--- src/rtl/core_id_scoreboard.sv ---
// ID-stage register scoreboard: per-register pending-writer counts, RAW/structural stall, EX forward select.
// Outputs are combinational from state plus current inputs; stalls ID by holding id_stall, never drops issues.
module core_id_scoreboard #(
    parameter int RFIDX_W = 5,
    parameter int CNT_W   = 2,
    parameter int INFL_W  = 4
) (
    input  logic               clk,
    input  logic               rst,
    input  logic               id_valid,
    input  logic               id_fire,
    input  logic               id_rs1_ren,
    input  logic               id_rs2_ren,
    input  logic [RFIDX_W-1:0] id_rs1_idx,
    input  logic [RFIDX_W-1:0] id_rs2_idx,
    input  logic               id_rd_wen,
    input  logic [RFIDX_W-1:0] id_rd_idx,
    input  logic               ex_fwd_valid,
    input  logic [RFIDX_W-1:0] ex_fwd_idx,
    input  logic               wb_valid,
    input  logic [RFIDX_W-1:0] wb_rd_idx,
    input  logic               flush,
    output logic               id_stall,
    output logic               rs1_fwd,
    output logic               rs2_fwd,
    output logic [INFL_W-1:0]  inflight,
    output logic               sb_full
);

    localparam int NREG = 1 << RFIDX_W;
    localparam logic [CNT_W-1:0]  CNT_MAX  = '1;
    localparam logic [CNT_W-1:0]  CNT_ONE  = CNT_W'(1);
    localparam logic [INFL_W-1:0] INFL_MAX = '1;
    localparam logic [INFL_W-1:0] INFL_ONE = INFL_W'(1);

    logic [CNT_W-1:0]  r_cnt [NREG];
    logic [INFL_W-1:0] r_inflight;

    logic              w_iss;
    logic              w_wb;
    logic [CNT_W-1:0]  w_cnt_rs1;
    logic [CNT_W-1:0]  w_cnt_rs2;
    logic [CNT_W-1:0]  w_cnt_rd;
    logic              w_hz1;
    logic              w_hz2;
    logic              w_fwd1;
    logic              w_fwd2;
    logic              w_struct;
    logic              w_full;

    assign w_iss = id_fire & id_rd_wen & (id_rd_idx != '0);
    // WB to an idle counter is dropped so late writebacks after reset/flush cannot underflow.
    assign w_wb  = wb_valid & (wb_rd_idx != '0) & (r_cnt[wb_rd_idx] != '0);

    always_ff @(posedge clk or posedge rst) begin
        if (rst) begin
            for (int i = 0; i < NREG; i++) begin
                r_cnt[i] <= '0;
            end
            r_inflight <= '0;
        end else if (flush) begin
            for (int i = 0; i < NREG; i++) begin
                r_cnt[i] <= '0;
            end
            r_inflight <= '0;
        end else begin
            for (int i = 1; i < NREG; i++) begin
                if (w_iss && (id_rd_idx == RFIDX_W'(i)) && !(w_wb && (wb_rd_idx == RFIDX_W'(i)))) begin
                    r_cnt[i] <= r_cnt[i] + CNT_ONE;
                end else if (w_wb && (wb_rd_idx == RFIDX_W'(i)) && !(w_iss && (id_rd_idx == RFIDX_W'(i)))) begin
                    r_cnt[i] <= r_cnt[i] - CNT_ONE;
                end
            end
            if (w_iss && !w_wb) begin
                r_inflight <= r_inflight + INFL_ONE;
            end else if (w_wb && !w_iss) begin
                r_inflight <= r_inflight - INFL_ONE;
            end
        end
    end

    assign w_cnt_rs1 = r_cnt[id_rs1_idx];
    assign w_cnt_rs2 = r_cnt[id_rs2_idx];
    assign w_cnt_rd  = r_cnt[id_rd_idx];
    assign w_full    = (r_inflight == INFL_MAX);

    assign w_hz1 = id_rs1_ren & (id_rs1_idx != '0) & (w_cnt_rs1 != '0);
    assign w_hz2 = id_rs2_ren & (id_rs2_idx != '0) & (w_cnt_rs2 != '0);

    // Forwarding only covers a single pending writer; with two, EX may hold the older one.
    assign w_fwd1 = w_hz1 & (w_cnt_rs1 == CNT_ONE) & ex_fwd_valid & (ex_fwd_idx == id_rs1_idx);
    assign w_fwd2 = w_hz2 & (w_cnt_rs2 == CNT_ONE) & ex_fwd_valid & (ex_fwd_idx == id_rs2_idx);

    assign w_struct = id_rd_wen & (id_rd_idx != '0) & ((w_cnt_rd == CNT_MAX) | w_full);

    assign id_stall = id_valid & ((w_hz1 & ~w_fwd1) | (w_hz2 & ~w_fwd2) | w_struct);
    assign rs1_fwd  = w_fwd1;
    assign rs2_fwd  = w_fwd2;
    assign inflight = r_inflight;
    assign sb_full  = w_full;

endmodule

--- config.mk ---
export PLATFORM = sky130hd
export DESIGN_NAME = core_id_scoreboard
export DESIGN_NICKNAME = d
export VERILOG_FILES = /design/src/rtl/core_id_scoreboard.sv
export SDC_FILE = /design/constraint.sdc
export NUM_CORES = 1
export LEC_CHECK = 0
export ABC_AREA = 1
export BUFFER_PORTS_ARGS = -buffer_cell sky130_fd_sc_hd__buf_2
export CORE_MARGIN = 4
export CORE_UTILIZATION = 50
export CTS_BUF_LIST = sky130_fd_sc_hd__clkbuf_4
export DETAILED_ROUTE_END_ITERATION = 7
export PLACE_DENSITY = 0.64
export SYNTH_ARGS = -nofsm -noshare
export SYNTH_HDL_FRONTEND = slang
export SYNTH_SLANG_ARGS = --single-unit
--- constraint.sdc ---
create_clock -name clk -period 5.4 [get_ports clk]
set_clock_uncertainty 0.05 [all_clocks]
set_input_delay 0.54 -clock clk [delete_from_list [all_inputs] [get_ports clk]]
set_output_delay 0.54 -clock clk [all_outputs]
set_load 0.05 [all_outputs]
==> flow_summary.ini, run 1 <==
[sta]
finalSetupViolations = 0
layout_worst_path_cycle_share_pct = 67.7
rsz0062_at_grt = false
finalHoldViolCount = 0
achievable-frequency_mhz = 274
final.min_clock_period_ns = 3.65
finalMaxSlewViolations = 0
headroom_to_the_max_slew_limit_pct = 34.2
final.setup.tns_ns = 0
worst_slack_ns = 1.75
max_slew.worst_pin.slew_ns = 0.983

[placement]
place.detailed.hpwl_um = 19000
portBuffers = 42
place_congestion = 0.982
detailedPlace.worstSlack_ns = 1.77

[worst_setup_path]
critical_path.cell_chain = buf_2, inv_1, nor2_1, inv_2, o211ai_1, nand2_1, nand2_1, nand4_1, nand3_1, nand2_1, nor2_1, nor2_1, nor2_1, buf_2
r2r.worst_path.cells = 18
worstSetupStartpointType = input pin
cpMostUsedCell = sky130_fd_sc_hd__nor2_1
critical_path.slowest_cell = sky130_fd_sc_hd__nor2_1
crit_arrival_ns = 3.06
worst-endpoint-required_ns = 4.81
critical-path-max-stage-delay_ns = 0.68
critical_path_peak_fanout = 21
worst-setup-path-type = input pin to output port
worstSetupEndpointType = output port

[global_routing]
overflow_after_grt = 0
grt_antenna_before_repair = 1
grt_max_degree = 83
first_global_vias = 7364
grt_pass1_wl_um = 40500
grt_use_total_pct = 31.5

[power_and_ir_drop]
p_sw_uw = 937
switching_share_pct = 46.5
ir_worst_vdd_v = 0.000170
pd_cells_nw_per_um2 = 264
combinationalPowerShare_pct = 42.1
internal-power_uw = 1080
seq_power_share_pct = 37.8
leakage_power_of_the_design_uw = 0.00390
p_total_uw = 2020
clock_power_share_pct = 20.1

[drt]
postRouteAntennaNets = 0
first_iter_violations = 1124
drt_pass1_iterations = 8
vias = 8427
routed_wirelength_um = 26100
routed_via_density = 5.97
wire_per_inst_um = 18.5
post-route-drc-count = 0

[yosys]
post-synth-top-area-cell = sky130_fd_sc_hd__dfrtp_1
synthMostInstantiatedCell = sky130_fd_sc_hd__nand2_1
post_synth_edffs = 0
yosys-top-cells-count = sky130_fd_sc_hd__nand2_1 (313), sky130_fd_sc_hd__nor2_1 (154), sky130_fd_sc_hd__inv_1 (146), sky130_fd_sc_hd__nand3_1 (119), sky130_fd_sc_hd__o21ai_0 (74)
syn_nets = 1262
synth_area_leaders = sky130_fd_sc_hd__dfrtp_1 (23%), sky130_fd_sc_hd__nand2_1 (16%), sky130_fd_sc_hd__nand3_1 (8.2%)
netlist_instances = 1224
synth.lib_cells_used.distinct = 45
yosys_warnings = 0
syn-cell-area_um2 = 7290
async_reset_ff_share_pct = 100
ys_ff_latch = 66
seq_area_frac_synth_pct = 22.6
synth.top_cell.area_share_pct = 22.6
ys.flop_type = sky130_fd_sc_hd__dfrtp_1
post_synth.cell_area_avg_um2 = 5.96

[finish]
nNetsFinal = 1265
area_growth_pct = 4.79
layout-drive-gt1-share_pct = 8.85
antenna-diode-count = 0

[floorplanning]
core_area_um2 = 14100
die_w_um = 129
initial_utilization_pct = 51.7
die_height_um = 129
floorplan.die_area_um2 = 16600
io_pins = 43
std_cell_rows = 43

[cts]
cts.repair.resized = 0
postCtsSetupBuffers = 0
path_clk_slew_ns = 0.11
insertion_delay_ns = 0.48
number_of_hold_buffers_added_after_cts = 0
h-tree-depth = 3
cts.sinks = 66
cts_made_buffers = 9
clk_root_buffer_cell = sky130_fd_sc_hd__clkbuf_4
tritoncts = done
clk_path_buf_depth = 2

[flow_run]
cap_viol_max_count = 0

[min_path]
hold_path_class = input pin to asynchronous set/reset pin

[outcome]
run_status = finished, final reports clean
cell type report:
cell class / count / area (µm²)
Clock buffer: 13 / 97.6
Timing Repair Buffer: 46 / 240
Multi-Input combinational cell: 948 / 4770
Fill cell: 1465 / 6450
Sequential cell: 66 / 1650
Tap cell: 180 / 225
Inverter: 156 / 588
Clock inverter: 3 / 63.8
path summary, 6_finish.rpt:
check,from,end,slack (ns)
worst max register to register,r_cnt[48]$_DFFE_PP0P_,inflight[3]$_DFFE_PP0P_,2.51
worst min register to register,inflight[0]$_DFFE_PP0P_,inflight[0]$_DFFE_PP0P_,0.45
min in group clk,inflight[0]$_DFFE_PP0P_,inflight[0]$_DFFE_PP0P_,0.45
worst max-delay path,id_rs1_idx[0],id_stall,1.75
max in group asynchronous,rst,r_cnt[19]$_DFFE_PP0P_,4.44
worst min-delay path,rst,r_cnt[35]$_DFFE_PP0P_,0.25
through the flow:
stage	hold WS (ns)	area (µm²)	cells	util, %
after floorplan	0.435	7290	1224	-
after global placement	0.420	7480	1396	53.1
after detailed placement	0.442	7480	1396	53.1
after CTS	0.287	7640	1412	54.2
after global routing	0.338	7640	1412	54.2
final	0.251	7640	1412	54.2
per-layer routing:
metal	wire (µm)	global-route usage, %	share of wire (%)	vias to the layer above
met1	11000	44.4	42	3851
li1	-	-	-	4046
met3	3140	7.60	12	66
met2	11100	46.6	43	462
met5	13	0	0.050	-
met4	815	12.2	3.1	2
sequential cells by signal (all words and copies together) (netlist names):
signal / count
inflight: 4
r_cnt: 62
power groups by stage:
| stage | sequential [µW] | combinational (µW) | clock [µW] |
|---|---|---|---|
| 3_3_place_gp | 763 | 815 | 0 |
| 3_5_place_dp | 761 | 826 | 0 |
| 2_1_floorplan | 721 | 628 | 0 |
| 4_1_cts | 751 | 831 | 417 |
| 5_1_grt | 768 | 953 | 439 |
| 6_report | 762 | 849 | 406 |
critical path, delay by kind of cell:
kind / cells / cell delay, ns
compound gates: 1 / 0.20
simple gates: 9 / 1.32
buf+inv: 4 / 1.00
cell usage in the layout (no fill, tap or decap), types with 15 or more instances in the layout:
cell                      count
sky130_fd_sc_hd__nor2_1     154
sky130_fd_sc_hd__inv_1      145
sky130_fd_sc_hd__o21ai_1     27
sky130_fd_sc_hd__dfrtp_1     66
sky130_fd_sc_hd__o22ai_1     20
sky130_fd_sc_hd__o21ai_0     74
sky130_fd_sc_hd__nand2_1    313
sky130_fd_sc_hd__nand3_1    119
sky130_fd_sc_hd__buf_2       42
sky130_fd_sc_hd__a21oi_1     61
sky130_fd_sc_hd__nand4_1     47
sky130_fd_sc_hd__nor3_1      15
cell families after synthesis:
| kind of cell | share of synthesized area [%] |
|---|---|
| simple gates | 45.6 |
| compound gates | 16.2 |
| buf+inv | 11.9 |
| flops | 22.6 |
| xor+xnor | 3.00 |
| fa+ha+maj | 0.618 |
No activity file was read; power rests on OpenSTA's default activity.
==> run 2: changes to the inputs <==
Clock period 5.4 ns to 3.6 ns, I/O delays scaled along.
==> run 2 against run 1 <==
Critical path depth decreased by 4. Via count decreased by 0.49%. Count of clock-buffer cells in the layout decreased by 3. Sequential share of layout area decreased by 0.33 points. Utilization increased by 0.84 points. Sequential power increased by 50%. Die area unchanged. Flip-flop and latch count unchanged. Final area increased by 1.6%. Clock power increased by 48%. First-iteration DRC count decreased by 20%. Non-clock buffer count increased by 15. Largest cell class unchanged. Largest power group unchanged. Highest routed layer is now met4.
==> flow_summary.ini, run 2 (synthesis results as in run 1) <==
[outcome]
run_status = finished, final reports clean

[drt]
wire_per_inst_um = 18.6
routed_via_density = 5.87
first_iter_violations = 898
post-route-drc-count = 0
drt_pass1_iterations = 5
postRouteAntennaNets = 0
routed_wirelength_um = 26500
vias = 8386

[placement]
place.detailed.hpwl_um = 20000
portBuffers = 42
place_congestion = 0.975

[floorplanning]
die_height_um = 129
std_cell_rows = 43
initial_utilization_pct = 51.7
io_pins = 43
core_area_um2 = 14100
die_w_um = 129
floorplan.die_area_um2 = 16600

[finish]
mostFrequentLayoutCells = sky130_fd_sc_hd__nand2_1 (313), sky130_fd_sc_hd__nor2_1 (154), sky130_fd_sc_hd__inv_1 (145)
nNetsFinal = 1280
layout.cells.most_common = sky130_fd_sc_hd__nand2_1
most_flop_heavy_register = r_cnt
largest_register_ff_count = 62
layout-drive-gt1-share_pct = 9.94
area_growth_pct = 6.42

[global_routing]
first_global_vias = 7759
grt_pass1_wl_um = 41900
grt_max_degree = 43
grt_use_total_pct = 32.7
grt_antenna_before_repair = 1
overflow_after_grt = 0

[cts]
cts.sinks = 66
insertion_delay_ns = 0.46
postCtsSetupBuffers = 0
cts.repair.resized = 0
clk_path_buf_depth = 2
cts_made_buffers = 9
h-tree-depth = 3
path_clk_slew_ns = 0.12
number_of_hold_buffers_added_after_cts = 1
tritoncts = done
clk_root_buffer_cell = sky130_fd_sc_hd__clkbuf_4

[worst_setup_path]
worstSetupStartpointType = input pin
worst-setup-path-type = input pin to output port
worstSetupEndpointType = output port
crit_arrival_ns = 2.55
critical_path_peak_fanout = 34
worst-endpoint-required_ns = 3.19

[sta]
finalSetupViolations = 0
max_slew.worst_pin.slew_ns = 0.831
fin_worst_hold_slack_ns = 0.346
final.setup.tns_ns = 0
final.min_clock_period_ns = 2.96
headroom_to_the_max_slew_limit_pct = 44.5
achievable-frequency_mhz = 338
finalHoldViolCount = 0
rsz0062_at_grt = false
layout_worst_path_cycle_share_pct = 82.3
finalMaxSlewViolations = 0

[min_path]
hold_path_class = input pin to flop

[flow_run]
cap_viol_max_count = 0

[power_and_ir_drop]
pd_cells_nw_per_um2 = 392
leakage_power_of_the_design_uw = 0.00397
ir_worst_vdd_v = 0.000205
## run 2: layout make-up
cell class	count	area (µm²)
clock buffers	10	75.1
repair buffers	61	355
clock inverters	6	81.3
diodes	1	2.50
well taps	180	225
fillers	1517	6340
inverters	156	588
flip-flops and latches	66	1650
multi-input cells	948	4780
## run 2: final timing paths
path | from | end | slack, ns | cells past startpoint
worst min-delay path | id_fire | inflight[3]$_DFFE_PP0P_ | 0.35 | 5
worst min register to register | inflight[0]$_DFFE_PP0P_ | inflight[0]$_DFFE_PP0P_ | 0.47 | 1
worst max register to register | r_cnt[32]$_DFFE_PP0P_ | inflight[3]$_DFFE_PP0P_ | 0.89 | 18
min in group asynchronous | rst | r_cnt[34]$_DFFE_PP0P_ | 0.40 | 3
max in group asynchronous | rst | r_cnt[27]$_DFFE_PP0P_ | 2.29 | 4
worst max-delay path | id_rs2_idx[0] | rs2_fwd | 0.64 | 10
## run 2: where the power goes
part / switching, µW / internal [µW]
Clock: 314 / 284
Sequential: 261 / 877
Combinational: 854 / 450
## run 2: metal layers
| layer | track usage (%) | wire length [µm] |
|---|---|---|
| met1 | 43.8 | 11100 |
| met2 | 50.6 | 11400 |
| met3 | 8.43 | 2990 |
| met4 | 12.7 | 981 |
| met5 | 0 | 0 |
## run 2: worst max-delay path, stage by stage
cell and delay, ns:
sky130_fd_sc_hd__buf_2 0.40, sky130_fd_sc_hd__inv_1 0.47, sky130_fd_sc_hd__a21oi_1 0.25, sky130_fd_sc_hd__o21ai_0 0.11
sky130_fd_sc_hd__nand3_1 0.10, sky130_fd_sc_hd__nand3_1 0.08, sky130_fd_sc_hd__nand3_1 0.12, sky130_fd_sc_hd__nand2_1 0.06
sky130_fd_sc_hd__nor4b_1 0.27, sky130_fd_sc_hd__buf_2 0.32
## run 2: metrics by stage
step	cell area (µm²)	std cells	total power (µW)	util, %	setup WS, ns
after floorplan	7300	1224	2030	-	0.202
after global placement	7590	1410	2390	53.9	0.665
after detailed placement	7590	1410	2410	53.9	0.627
after CTS	7760	1427	3020	55.0	0.679
after global routing	7760	1428	3260	55.1	0.335
final	7760	1428	3040	55.1	0.638
